===== src/rtl/univ_shift_reg.sv =====
// Universal shift register: hold / shift right / shift left / parallel load,
// with a saturating shift counter. Define USR_ROTATE_EN to add the rot port.
module univ_shift_reg #(
    parameter int               WIDTH     = 8,
    parameter logic [WIDTH-1:0] RESET_VAL = {WIDTH{1'b1}},
    parameter int               CW        = $clog2(WIDTH + 1)
) (
    input  logic             clk,
    input  logic             rst_n,
    input  logic             e,
    input  logic [1:0]       mode,
    input  logic [WIDTH-1:0] d,
    input  logic             sin_r,
    input  logic             sin_l,
`ifdef USR_ROTATE_EN
    input  logic             rot,
`endif
    output logic [WIDTH-1:0] q,
    output logic             sout_r,
    output logic             sout_l,
    output logic [CW-1:0]    cnt,
    output logic             done
);

    localparam logic [1:0]    MODE_HOLD = 2'b00;
    localparam logic [1:0]    MODE_SHR  = 2'b01;
    localparam logic [1:0]    MODE_SHL  = 2'b10;
    localparam logic [1:0]    MODE_LOAD = 2'b11;
    localparam logic [CW-1:0] CNT_FULL  = CW'(WIDTH);

    logic             in_r;
    logic             in_l;
    logic [WIDTH-1:0] q_nxt;
    logic [CW-1:0]    cnt_nxt;
    logic [CW-1:0]    cnt_sat;

`ifdef USR_ROTATE_EN
    // In rotate mode the bit falling off one end re-enters at the other.
    assign in_r = rot ? q[0]       : sin_r;
    assign in_l = rot ? q[WIDTH-1] : sin_l;
`else
    assign in_r = sin_r;
    assign in_l = sin_l;
`endif

    assign cnt_sat = (cnt == CNT_FULL) ? cnt : cnt + CW'(1);

    always_comb begin
        q_nxt   = q;
        cnt_nxt = cnt;
        case (mode)
            MODE_HOLD: begin
                q_nxt   = q;
                cnt_nxt = cnt;
            end
            MODE_SHR: begin
                q_nxt   = {in_r, q[WIDTH-1:1]};
                cnt_nxt = cnt_sat;
            end
            MODE_SHL: begin
                q_nxt   = {q[WIDTH-2:0], in_l};
                cnt_nxt = cnt_sat;
            end
            MODE_LOAD: begin
                q_nxt   = d;
                cnt_nxt = '0;
            end
            default: begin
                q_nxt   = q;
                cnt_nxt = cnt;
            end
        endcase
    end

    always_ff @(posedge clk or negedge rst_n) begin
        if (!rst_n) begin
            q    <= RESET_VAL;
            cnt  <= '0;
            done <= 1'b0;
        end else if (e) begin
            q    <= q_nxt;
            cnt  <= cnt_nxt;
            done <= (cnt_nxt == CNT_FULL);
        end
    end

    assign sout_r = q[0];
    assign sout_l = q[WIDTH-1];

endmodule


===== config.mk =====
export PLATFORM = sky130hd
export DESIGN_NAME = univ_shift_reg
export DESIGN_NICKNAME = d
export VERILOG_FILES = /design/src/rtl/univ_shift_reg.sv
export SDC_FILE = /design/constraint.sdc
export NUM_CORES = 1
export LEC_CHECK = 0
export BUFFER_PORTS_ARGS = -buffer_cell sky130_fd_sc_hd__clkbuf_2
export CELL_PAD_IN_SITES_DETAIL_PLACEMENT = 0
export CELL_PAD_IN_SITES_GLOBAL_PLACEMENT = 1
export CORE_MARGIN = 1.5
export CORE_UTILIZATION = 25
export CTS_CLUSTER_DIAMETER = 80
export CTS_CLUSTER_SIZE = 12
export DETAILED_ROUTE_END_ITERATION = 12
export GPL_ROUTABILITY_DRIVEN = 0
export GPL_TIMING_DRIVEN = 0
export PLACE_DENSITY_LB_ADDON = 0.12
export SETUP_SLACK_MARGIN = 0.1
export SLEW_MARGIN = 10
export SYNTH_ARGS = -nofsm -noshare
export SYNTH_HDL_FRONTEND = slang
export SYNTH_SLANG_ARGS = --single-unit
export TNS_END_PERCENT = 5

===== constraint.sdc =====
create_clock -name clk -period 2.65 [get_ports clk]
set_clock_uncertainty 0.15 [all_clocks]
set_input_delay 0.265 -clock clk [delete_from_list [all_inputs] [get_ports clk]]
set_output_delay 0.265 -clock clk [all_outputs]
set_load 0.02 [all_outputs]

==> results_dict.tcl <==
set metrics [dict create \
    status "complete, no violations" \
    post_cts_resized 0 \
    fin_setup_tns_ps 0 \
    portBuffers 29 \
    synthDistinctLibCells 23 \
    tightest_slew_ps 494 \
    final_cell_mix "clkbuf_2 (29), nand2_1 (12), a21oi_1 (10)" \
    cts.sinks 13 \
    antenna_found_initial 0 \
    synthesis.nets 106 \
    ant_nets 0 \
    finalWorstSetupSlack_ps 770 \
    grt_max_degree 14 \
    min_period_ps 1880 \
    finish.net_count 141 \
    cts_hold_buffers 1 \
    max-cap-violations 0 \
    postSynthAreaPerCell_um2 9.19 \
    die_w_um 59.2 \
    dr.pass1.iters 4 \
    setup.worst_path.end "done$_DFFE_PN0P_" \
    clk_latency_ps 270 \
    core.rowCount 20 \
    dieArea_um2 3510 \
    num_vias 762 \
    arrival_ps 1900 \
    setup_violations 0 \
    start_kind "flop" \
    synth_area_leader_cell "dfstp_2" \
    dieHeight_um 59.2 \
    hp-class "input port to flop" \
    htree_levels 1 \
    end_kind "flop" \
    yosysWarnings 0 \
    clkTransAtPathRegs_ps 80 \
    rsz0062_at_grt "no" \
    grt.overflow.total 0 \
    coreArea_um2 3030 \
    hold_viol 0 \
    wl_per_cell_um 12.3 \
    fin_hold_ws_ps 106 \
    post-route-period-util 0.710 \
    slew_headroom 0.669 \
    post_cts_buffers 0 \
    routed_wl_um 2020 \
    netlist_instances 86 \
    reg2reg_from "cnt[0]$_DFFE_PN0P_" \
    ys_seq_area_frac 0.424 \
    power_density_nw_per_um2 642 \
    drc 0 \
    clockBufferDepth 2 \
    first_global_vias 681 \
    n_antenna_cell 0 \
    crit_type "flop to flop" \
    max_freq_mhz 532 \
    r2r_end "done$_DFFE_PN0P_" \
    drive_gt1_frac 0.383 \
    synth_top_area_share 0.266 \
    final_core_util 0.339 \
    power.leakage_nw 0.486 \
    rr_worst_depth 6 \
    grt_pass1_wl_um 3340 \
    drt_iter0_markers 22 \
    maxSlewViolCount 0 \
    cts_buffers 3 \
    pre_cts_ws_ps 747 \
    crit_start "cnt[0]$_DFFE_PN0P_" \
    cts_tree "built" \
    vdd_ir_drop_max_v 0.000281 \
    final_common_cell "clkbuf_2" \
    ff2ff_setup_slack_ps 770 \
    yosys-top-cells-area "dfstp_2 (27%), dfrtp_1 (16%), a22o_1 (10%)" \
    nFillCells 344 \
    crit_fanout 7 \
    ys_ff_latch 13 \
    io_pins 30 \
    crit_required_ps 2670 \
    cts-root-buf "clkbuf_4" \
    netlist_area_um2 791 \
    via_per_inst 4.65 \
    dp_hpwl_um 1500 \
    syn2layout_area_growth_pct 29.9 \
    start_util 0.261 \
    grt_use_total 0.127 \
]
## worst min-delay path by stage
stage / startpoint / to / slack [ps] / cells after the start
5_1_grt: sin_r / q[7]$_DFFE_PN1P_ / 80 / 3
3_3_place_gp: rst_n / cnt[1]$_DFFE_PN0P_ / 40 / 1
2_1_floorplan: rst_n / cnt[0]$_DFFE_PN0P_ / -180 / 0
6_report: sin_r / q[7]$_DFFE_PN1P_ / 110 / 3
3_5_place_dp: rst_n / cnt[1]$_DFFE_PN0P_ / 50 / 1
4_1_cts: sin_r / q[7]$_DFFE_PN1P_ / 90 / 3
## cell usage after synthesis
cell type   n
nand2_1    12
a21oi_1    10
a22o_1      9
o21ai_0     9
dfstp_2     8
dfrtp_1     5
ha_1        5
inv_1       4
nand2b_1    3
nor2_1      3
buf_2       2
buf_4       2
clkbuf_1    2
nand3_1     2
o21ai_1     2
and4b_1     1
nand3b_1    1
o21a_1      1
o21ai_2     1
o311a_1     1
o311ai_1    1
o41ai_2     1
or2b_1      1
## registers in the layout (all words and copies together) (netlist names)
register  cells
cnt           4
done          1
q             8
## cells by family after synthesis
family / synth area share
buf+inv: 0.0601
fa+ha+maj: 0.0791
flops: 0.424
simple gates: 0.139
compound gates: 0.297
## metrics by stage
stage	instance area (um^2)	std cells	power [mW]
2_1_floorplan	791	86	0.453
3_3_place_gp	991	159	0.541
3_5_place_dp	991	159	0.542
4_1_cts	1030	164	0.674
5_1_grt	1030	164	0.718
6_report	1030	164	0.660
## report_power, final
part | switching, mW | internal, mW
Clock | 0.0653 | 0.0582
Combinational | 0.140 | 0.0959
Sequential | 0.0476 | 0.253
## per-layer routing
metal  vias to the layer above  part of all wire  global-route usage
met4                         0            0.0060              0.0195
met2                        22              0.47               0.199
met5                         -                 0                   0
met1                       360              0.48               0.172
li1                        378                 -                   -
met3                         2             0.049              0.0415
## cell type report
cell class	instances	area, um^2	share of cell area
multi-input combinational	63	408	0.397
clock buffer	4	26.3	0.0256
inverter	4	15.0	0.0146
buffer	6	32.5	0.0317
sequential	13	335	0.326
timing repair buffer	30	155	0.151
tap	44	55.1	0.0536
## critical path, stage by stage, from the launching register on
cell,delay [ps]
dfrtp_1,490
inv_1,80
ha_1,220
and4b_1,200
o21ai_2,100
o311ai_1,150
o41ai_2,390
Power figures use the tool's default switching activity.
